File: src/rtl/hazard_ctrl_pkg.sv
// Shared pipeline-control definitions: hazard FSM state encoding and the x0 register index.
package hazard_ctrl_pkg;

    typedef enum logic [1:0] {
        HZ_RUN   = 2'd0,
        HZ_FLUSH = 2'd1,
        HZ_HALT  = 2'd2
    } hz_state_t;

    localparam logic [4:0] RV_X0 = 5'd0;

endpackage

File: src/rtl/hazard_ctrl_sat_counter.sv
// Saturating event counter: counts i_inc cycles, sticks at all-ones, cleared synchronously.
module hz_sat_counter #(
    parameter int unsigned CNT_W = 32
) (
    input  logic             i_clk,
    input  logic             i_clr,
    input  logic             i_inc,
    output logic [CNT_W-1:0] o_cnt
);

    always_ff @(posedge i_clk) begin
        if (i_clr) begin
            o_cnt <= '0;
        end else if (i_inc && (o_cnt != '1)) begin
            o_cnt <= o_cnt + 1'b1;
        end
    end

endmodule

File: src/rtl/hazard_ctrl.sv
// Pipeline stall/flush/bubble control for the 5-stage RV32I core.
// Optional stall performance counters are built when HAZARD_PERF_EN is defined.
module hazard_ctrl
    import hazard_ctrl_pkg::*;
#(
    parameter int unsigned REDIR_FLUSH_CYC = 1,
    parameter int unsigned CNT_W           = 32
) (
    input  logic             i_clk,
    input  logic             i_rst,
    input  logic             i_id_valid,
    input  logic [4:0]       i_id_rs1,
    input  logic [4:0]       i_id_rs2,
    input  logic             i_id_use_rs1,
    input  logic             i_id_use_rs2,
    input  logic             i_ex_mem_read,
    input  logic [4:0]       i_ex_rd,
    input  logic             i_ex_redirect,
    input  logic             i_wb_halt,
    output logic             o_pc_stall,
    output logic             o_if_id_stall,
    output logic             o_if_id_flush,
    output logic             o_id_ex_bubble,
    output logic             o_halted
`ifdef HAZARD_PERF_EN
    ,
    output logic [CNT_W-1:0] o_perf_lu,
    output logic [CNT_W-1:0] o_perf_redir,
    output logic [CNT_W-1:0] o_perf_halt_cyc
`endif
);

    if ((REDIR_FLUSH_CYC < 1) || (REDIR_FLUSH_CYC > 3) || (CNT_W < 1)) begin : g_param_check
        $error("hazard_ctrl: REDIR_FLUSH_CYC must be 1..3 and CNT_W at least 1");
    end

    localparam logic [1:0] FLUSH_LOAD = 2'(REDIR_FLUSH_CYC - 1);

    hz_state_t  state, state_nxt;
    logic [1:0] flush_cnt, flush_cnt_nxt;
    logic       lu;

    assign lu = i_ex_mem_read && (i_ex_rd != RV_X0) && i_id_valid &&
                ((i_id_use_rs1 && (i_ex_rd == i_id_rs1)) ||
                 (i_id_use_rs2 && (i_ex_rd == i_id_rs2)));

    always_ff @(posedge i_clk) begin
        if (i_rst) begin
            state     <= HZ_RUN;
            flush_cnt <= '0;
        end else begin
            state     <= state_nxt;
            flush_cnt <= flush_cnt_nxt;
        end
    end

    always_comb begin
        state_nxt      = state;
        flush_cnt_nxt  = flush_cnt;
        o_pc_stall     = 1'b0;
        o_if_id_stall  = 1'b0;
        o_if_id_flush  = 1'b0;
        o_id_ex_bubble = 1'b0;

        if (state == HZ_HALT) begin
            o_pc_stall     = 1'b1;
            o_if_id_stall  = 1'b1;
            o_id_ex_bubble = 1'b1;
        end else begin
            if (i_ex_redirect) begin
                // ID holds a wrong-path instruction, so any load-use stall is moot
                o_if_id_flush  = 1'b1;
                o_id_ex_bubble = 1'b1;
                if (FLUSH_LOAD != 2'd0) begin
                    state_nxt     = HZ_FLUSH;
                    flush_cnt_nxt = FLUSH_LOAD;
                end else begin
                    state_nxt     = HZ_RUN;
                end
            end else begin
                if (state == HZ_FLUSH) begin
                    o_if_id_flush = 1'b1;
                    flush_cnt_nxt = flush_cnt - 2'd1;
                    if (flush_cnt == 2'd1) begin
                        state_nxt = HZ_RUN;
                    end
                end
                if (lu) begin
                    o_pc_stall     = 1'b1;
                    o_id_ex_bubble = 1'b1;
                    o_if_id_stall  = (state != HZ_FLUSH);
                end
            end
            if (i_wb_halt) begin
                state_nxt = HZ_HALT;
            end
        end
    end

    assign o_halted = (state == HZ_HALT);

`ifdef HAZARD_PERF_EN
    logic lu_stall;
    logic redir_evt;
    logic halt_cyc;

    assign lu_stall  = lu && !i_ex_redirect && (state != HZ_HALT);
    assign redir_evt = i_ex_redirect && (state != HZ_HALT);
    assign halt_cyc  = (state == HZ_HALT);

    hz_sat_counter #(.CNT_W(CNT_W)) u_cnt_lu (
        .i_clk (i_clk),
        .i_clr (i_rst),
        .i_inc (lu_stall),
        .o_cnt (o_perf_lu)
    );

    hz_sat_counter #(.CNT_W(CNT_W)) u_cnt_redir (
        .i_clk (i_clk),
        .i_clr (i_rst),
        .i_inc (redir_evt),
        .o_cnt (o_perf_redir)
    );

    hz_sat_counter #(.CNT_W(CNT_W)) u_cnt_halt (
        .i_clk (i_clk),
        .i_clr (i_rst),
        .i_inc (halt_cyc),
        .o_cnt (o_perf_halt_cyc)
    );
`endif

endmodule

File: config.mk
export PLATFORM = sky130hd
export DESIGN_NAME = hazard_ctrl
export DESIGN_NICKNAME = d
export VERILOG_FILES = /design/src/rtl/hazard_ctrl_pkg.sv /design/src/rtl/hazard_ctrl_sat_counter.sv /design/src/rtl/hazard_ctrl.sv
export SDC_FILE = /design/constraint.sdc
export NUM_CORES = 1
export LEC_CHECK = 0
export BUFFER_PORTS_ARGS = -buffer_cell sky130_fd_sc_hd__buf_2
export CAP_MARGIN = 10
export CELL_PAD_IN_SITES_DETAIL_PLACEMENT = 2
export CELL_PAD_IN_SITES_GLOBAL_PLACEMENT = 2
export CORE_ASPECT_RATIO = 0.9
export CORE_MARGIN = 2
export CORE_UTILIZATION = 13
export DETAILED_ROUTE_END_ITERATION = 7
export PLACE_DENSITY_LB_ADDON = 0.1
export RECOVER_POWER = 100
export SLEW_MARGIN = 10
export SYNTH_ARGS = -nofsm -noshare
export SYNTH_HDL_FRONTEND = slang
export SYNTH_SLANG_ARGS = --single-unit
File: constraint.sdc
create_clock -name i_clk -period 1.7 [get_ports i_clk]
set_input_delay 0.085 -clock i_clk [delete_from_list [all_inputs] [get_ports i_clk]]
set_output_delay 0.085 -clock i_clk [all_outputs]
set_load 0.01 [all_outputs]
==> flow_summary.yaml, run 1 <==
worst_hold_path:
  hold_class: "input pin to flip-flop"
  hold_path_startpoint: "i_rst"
clock_network:
  ctsHoldBuffers: 0
  path_clk_slew_ns: 0
  post_cts_buffers: 0
  clk_latency_ns: 0
  cts_resized: 0
die:
  initial_core_util_pct: 14.2
  coreArea_um2: 1460
  ioPinCount: 28
  std_cell_rows: 13
  die_w_um: 46.1
  die_y_um: 41.9
  die-area_um2: 1930
timing:
  fin_crit_ns: 1.39
  setup_viol: 0
  slew-limit-headroom_pct: 81.7
  period_share_pct: 81.6
  skew_ns: 0
  setup-tns-final_ns: 0
  fmax_mhz: 721
  rsz0062_at_grt: "false"
  holdWs_ns: 0.243
  timing.final.max_slew_violations: 0
  finalHoldViolations: 0
  tightest_slew_ns: 0.273
finish:
  largest_reg_flops: 1
  drive_gt1_share_pct: 49.0
  fin_cells: 66
  nets: 76
  reg.largest.list: "state x1"
  area_growth_pct: 63.9
  n_antenna_cell: 0
  fill_cells: 197
  top_register: "state"
  final_cell_mix: "24 x buf_2, 8 x xor2_1, 3 x nor2_1, 3 x clkbuf_1, 2 x xnor2_1"
  final_common_cell: "buf_2"
synth:
  synth_nets: 48
  yosys.area_share.simple_pct: 24.1
  postSynthAreaPerCell_um2: 8.31
  synth_xor_area_share_pct: 42.2
  syn_area_um2: 208
  synth_cell_types: 15
  ys_ff_latch: 1
  synth_warnings: 0
  synthAdderAreaFrac_pct: 0
  synth-compound-area-share_pct: 18.7
  synth_cells: 25
  synth_mux_area_share_pct: 0
  synth_top_family_by_area: "XOR/XNOR gates"
  ys_seq_area_share_pct: 9.64
power:
  p_leak_nw: 0.164
  total_power_w: 0.000104
  powerDensity_nw_per_um2: 306
  max-vdd-ir-drop_mv: 0.122
worst_setup_path:
  crit_fanout: 3
  rr_startpoint: "state[1]$_SDFFE_PP0P_"
  critPathArrivalTime_ns: 1.30
  cp.required_ns: 1.62
  startpoint: "i_ex_rd[3]"
  critical_path_class: "input pin to output port"
  worstSetupStartpointType: "input pin"
  cp-end-kind: "output port"
detailed_routing:
  wl_met3_um: 65
  first_iter_violations: 0
  drc_errors: 0
  routed-wl-met2_um: 385
  drt-met1-wl_um: 314
  dr.pass1.iters: 1
  vias: 281
  wl_um: 765
  ant_nets: 0
  routed_via_density: 4.26
  maxUsedRoutingLayer: "met3"
  wl_per_cell_um: 11.6
placed_design:
  dp_hpwl_um: 738
  placed_cells: 66
  routabilityCongestion: 0.709
  io_buffers: 27
global_routing:
  grt_max_degree: 6
  groute.usage.overall_pct: 7.60
  grt_pass1_wl_um: 1150
  antenna_found_initial: 0
  grt_overflow_total: 0
  grt_pass1_vias: 283
run_status:
  status: "finished clean"
run:
  maxCapViolCount: 0
## cell type report
class                           count  area [µm²]  area share, %
Multi-Input combinational cell     22         166           48.9
Timing Repair Buffer               27         131           38.6
Sequential cell                     1        20.0           5.88
Tap cell                           15        18.8           5.51
Inverter                            1        3.75           1.10
## routing by layer
layer	vias to the layer above	track usage [%]
met3	0	0
met2	13	14.2
li1	139	-
met5	-	0
met1	129	10.0
met4	0	0
## power breakdown
| group | switching, W | internal [W] |
|---|---|---|
| Clock | 0 | 0 |
| Combinational | 0.0000373 | 0.0000391 |
| Sequential | 0.00000202 | 0.0000257 |
## synth_stat cells
library cell | number | area share [%]
a32oi_1 | 1 | 4.2
o31ai_2 | 1 | 6.0
xor2_1 | 8 | 34
and2_0 | 1 | 3.0
o21ai_1 | 1 | 2.4
nor4_1 | 1 | 3.0
nor2_1 | 3 | 5.4
or4_1 | 1 | 3.6
nor4_2 | 1 | 6.0
xnor2_1 | 2 | 8.4
buf_4 | 1 | 3.6
inv_1 | 1 | 1.8
nor2b_1 | 1 | 3.0
o211ai_2 | 1 | 6.0
dfxtp_1 | 1 | 9.6
## critical path: stages
cell      delay, ns
buf_2          0.12
xor2_1         0.17
nor4_2         0.27
a32oi_1        0.16
o31ai_1        0.31
clkbuf_1       0.19
## worst paths after layout
kind / slack (ns) / end / cells after the start
worst max register to register: 1.11 / state[1]$_SDFFE_PP0P_ / 2
worst min register to register: 0.53 / state[1]$_SDFFE_PP0P_ / 2
worst min-delay path: 0.24 / state[1]$_SDFFE_PP0P_ / 2
worst max-delay path: 0.31 / o_pc_stall / 6
## cells by family (layout without fill, tap and decap cells)
kind of cell,count (synthesis),after routing
DFF,1,1
xor gates and xnor gates,10,10
AOI/OAI and AO/OA,4,4
buffers and inverters,2,28
and+or+nand+nor,8,8
## stage by stage
| stage | cell area, µm² | setup WS [ns] | util (%) |
|---|---|---|---|
| detailed placement | 354 | 0.356 | 24.2 |
| CTS | 354 | 0.356 | 24.2 |
| global route | 340 | 0.221 | 23.2 |
| finish | 340 | 0.313 | 23.2 |
| global placement | 354 | 0.375 | 24.2 |
| floorplan | 208 | 0.461 | - |
(Power assumes the default switching activity.)
==> run 2, diff against run 1 <==
--- a/config.mk
+++ b/config.mk
@@ -5,13 +5,14 @@
 export SDC_FILE = /design/constraint.sdc
 export NUM_CORES = 1
 export LEC_CHECK = 0
+export ABC_AREA = 1
 export BUFFER_PORTS_ARGS = -buffer_cell sky130_fd_sc_hd__buf_2
 export CAP_MARGIN = 10
 export CELL_PAD_IN_SITES_DETAIL_PLACEMENT = 2
 export CELL_PAD_IN_SITES_GLOBAL_PLACEMENT = 2
 export CORE_ASPECT_RATIO = 0.9
 export CORE_MARGIN = 2
-export CORE_UTILIZATION = 13
+export CORE_UTILIZATION = 12
 export DETAILED_ROUTE_END_ITERATION = 7
 export PLACE_DENSITY_LB_ADDON = 0.1
 export RECOVER_POWER = 100
==> constraint.sdc (replaced) <==
create_clock -name i_clk -period 1.4 [get_ports i_clk]
set_input_delay 0.07 -clock i_clk [delete_from_list [all_inputs] [get_ports i_clk]]
set_output_delay 0.07 -clock i_clk [all_outputs]
set_load 0.01 [all_outputs]
==> run 2 against run 1 <==
Sequential power is 19% higher. First-iteration DRC count is 2 higher. Die area is 43% higher. Register-to-register slack worse by 0.28 ns. Design area is 29% higher. Synthesized cell count grew to 2.7 times the previous value. Worst setup slack better by 0.12 ns. Sequential share of layout area is 1.3 points lower. Critical endpoint unchanged. Largest cell class unchanged. Largest power group unchanged. Highest routed layer unchanged.
==> flow_summary.yaml, run 2 <==
finish:
  finish.instance_area_um2: 439
  reg.largest.list: "state x1"
  largest_reg_flops: 1
  drive_gt1_share_pct: 30.9
  area_growth_pct: 54.6
  final_common_cell: "nand2_1"
  n_antenna_cell: 0
  nets: 119
  top_register: "state"
  utilization_pct: 19.9
  final_cell_mix: "31 x nand2_1, 22 x buf_2, 12 x nor2_1"
power:
  powerDensity_nw_per_um2: 320
  p_leak_nw: 0.307
  comb_power_share_pct: 76.4
  swShare_pct: 44.0
  sequentialPowerShare_pct: 23.6
  total_power_w: 0.000140
  max-vdd-ir-drop_mv: 0.111
  p_int_w: 0.0000785
  clkPwrFrac_pct: 0
  p_sw_w: 0.0000618
clock_network:
  path_clk_slew_ns: 0
  post_cts_buffers: 0
  cts_resized: 0
  clk_latency_ns: 0
  ctsHoldBuffers: 0
timing:
  fin_ws_ns: 0.437
  tightest_slew_ns: 0.146
  setup_viol: 0
  fmax_mhz: 1040
  fin_crit_ns: 0.963
  rsz0062_at_grt: "false"
  skew_ns: 0
  timing.final.max_slew_violations: 0
  slew-limit-headroom_pct: 90.3
  setup-tns-final_ns: 0
  finalHoldViolations: 0
  period_share_pct: 68.8
synth:
  synth.largest_area_cell: "nand2_1"
  ys_async_sr_fraction_pct: 0
  synth_warnings: 0
  synth_nets: 91
  synth_mux_area_share_pct: 0
  synth.top_cell.area_share_pct: 41.0
  synth-compound-area-share_pct: 0
  synth_top_cells_by_count: "31 x nand2_1, 12 x nor2_1, 10 x inv_1, 7 x inv_2, 5 x nand3_1"
  yosys.area_share.simple_pct: 67.8
  synth_cell_types: 8
  postSynthAreaPerCell_um2: 4.18
  syn_area_um2: 284
  synth_ff_type: "dfxtp_1"
  synth_cells: 68
  synth_area_leaders: "nand2_1 41%, nor2_1 16%, inv_1 13%"
  synth_top_family_by_area: "simple AND/OR/NAND/NOR gates"
  ys_ff_latch: 1
  synth_edf_count: 0
  synth_xor_area_share_pct: 0
  ys_seq_area_share_pct: 7.05
  synthAdderAreaFrac_pct: 0
  yosysMostFrequentCell: "nand2_1"
worst_setup_path:
  critical_path_class: "input pin to output port"
  r2r_setup_slack_ns: 0.83
  cp.required_ns: 1.33
  crit_fanout: 5
  critPathArrivalTime_ns: 0.89
  worstSetupStartpointType: "input pin"
  reg2reg_to: "state[1]$_SDFFE_PP0P_"
  cp-end-kind: "output port"
  rr_startpoint: "state[1]$_SDFFE_PP0P_"
  rr_worst_depth: 2
worst_hold_path:
  whs_path_depth: 2
  hold_class: "input pin to flip-flop"
  hold_end: "state[1]$_SDFFE_PP0P_"
  hold_path_startpoint: "i_rst"
placed_design:
  place_area_um2: 445
  routabilityCongestion: 0.672
  place_ws_ns: 0.431
  io_buffers: 27
  dp_hpwl_um: 996
global_routing:
  grt_pass1_vias: 466
  groute.usage.overall_pct: 7.76
  grt_max_degree: 6
  antenna_found_initial: 0
  grt_overflow_total: 0
  grt_pass1_wl_um: 1850
detailed_routing:
  drc_errors: 0
  wl_per_cell_um: 8.41
  ant_nets: 0
  dr.pass1.iters: 2
  first_iter_violations: 2
  vias: 458
  routed_via_density: 3.79
  wl_um: 1020
die:
  initial_core_util_pct: 12.9
  die-area_um2: 2770
  die_y_um: 50.2
  die_w_um: 55.3
  ioPinCount: 28
  std_cell_rows: 16
  coreArea_um2: 2200
run:
  maxCapViolCount: 0
run_status:
  status: "finished clean"
==> run 2: cell types whose count changed after synthesis, sizes merged, moves of 2 or more <==
cell | before | now
nand2 | 0 | 31
inv | 1 | 17
nor2 | 3 | 12
xor2 | 8 | 0
nand3 | 0 | 5
nor4 | 2 | 0
xnor2 | 2 | 0
==> run 2: area by class of cell <==
cell class | instances | area, µm²
fillers | 308 | 1760
multi-input cells | 49 | 193
flip-flops and latches | 1 | 20.0
repair buffers | 27 | 129
well taps | 27 | 33.8
inverters | 17 | 63.8
==> run 2: power groups by stage <==
stage               clock (W)  combinational [W]  sequential, W
floorplan                   0          0.0000556      0.0000339
detailed placement          0           0.000114      0.0000331
finish                      0           0.000107      0.0000331
global placement            0           0.000112      0.0000330
global route                0           0.000128      0.0000338
CTS                         0           0.000114      0.0000332
==> run 2: cell families after synthesis <==
| logic type | Yosys count |
|---|---|
| buf+inv | 18 |
| simple gates | 49 |
| flops | 1 |
==> run 2: stage by stage <==
| stage | hold WS (ns) | cells |
|---|---|---|
| 6_report | 0.230 | 121 |
| 5_1_grt | 0.242 | 121 |
| 4_1_cts | 0.233 | 121 |
| 3_5_place_dp | 0.233 | 121 |
| 3_3_place_gp | 0.227 | 121 |
| 2_1_floorplan | 0.142 | 68 |
==> run 2: worst max-delay path: stages <==
cell and delay, ns:
buf_2 0.13, inv_2 0.03, nand2_1 0.05, nand2_1 0.06, nor2_1 0.10, nand3_1 0.08
nand2_1 0.08, nand3_1 0.07, nand2_1 0.07, clkbuf_1 0.16
==> run 2: worst max-delay path by stage <==
stage               start            end  slack, ns  cells past startpoint
3_3_place_gp   i_ex_rd[4]     o_pc_stall       0.42                     10
6_report       i_ex_rd[0]     o_pc_stall       0.44                     10
5_1_grt        i_ex_rd[4]  o_if_id_stall       0.25                     10
3_5_place_dp   i_ex_rd[4]     o_pc_stall       0.43                     10
2_1_floorplan  i_ex_rd[3]     o_pc_stall       0.61                      9
4_1_cts        i_ex_rd[4]     o_pc_stall       0.43                     10
==> run 2: layer usage <==
metal	wire length [µm]	GRT usage, %	vias to the layer above
met1	465	10.4	198
met3	61	0.515	0
li1	-	-	248
met2	491	14.5	12
met5	0	0	-
met4	0	0	0
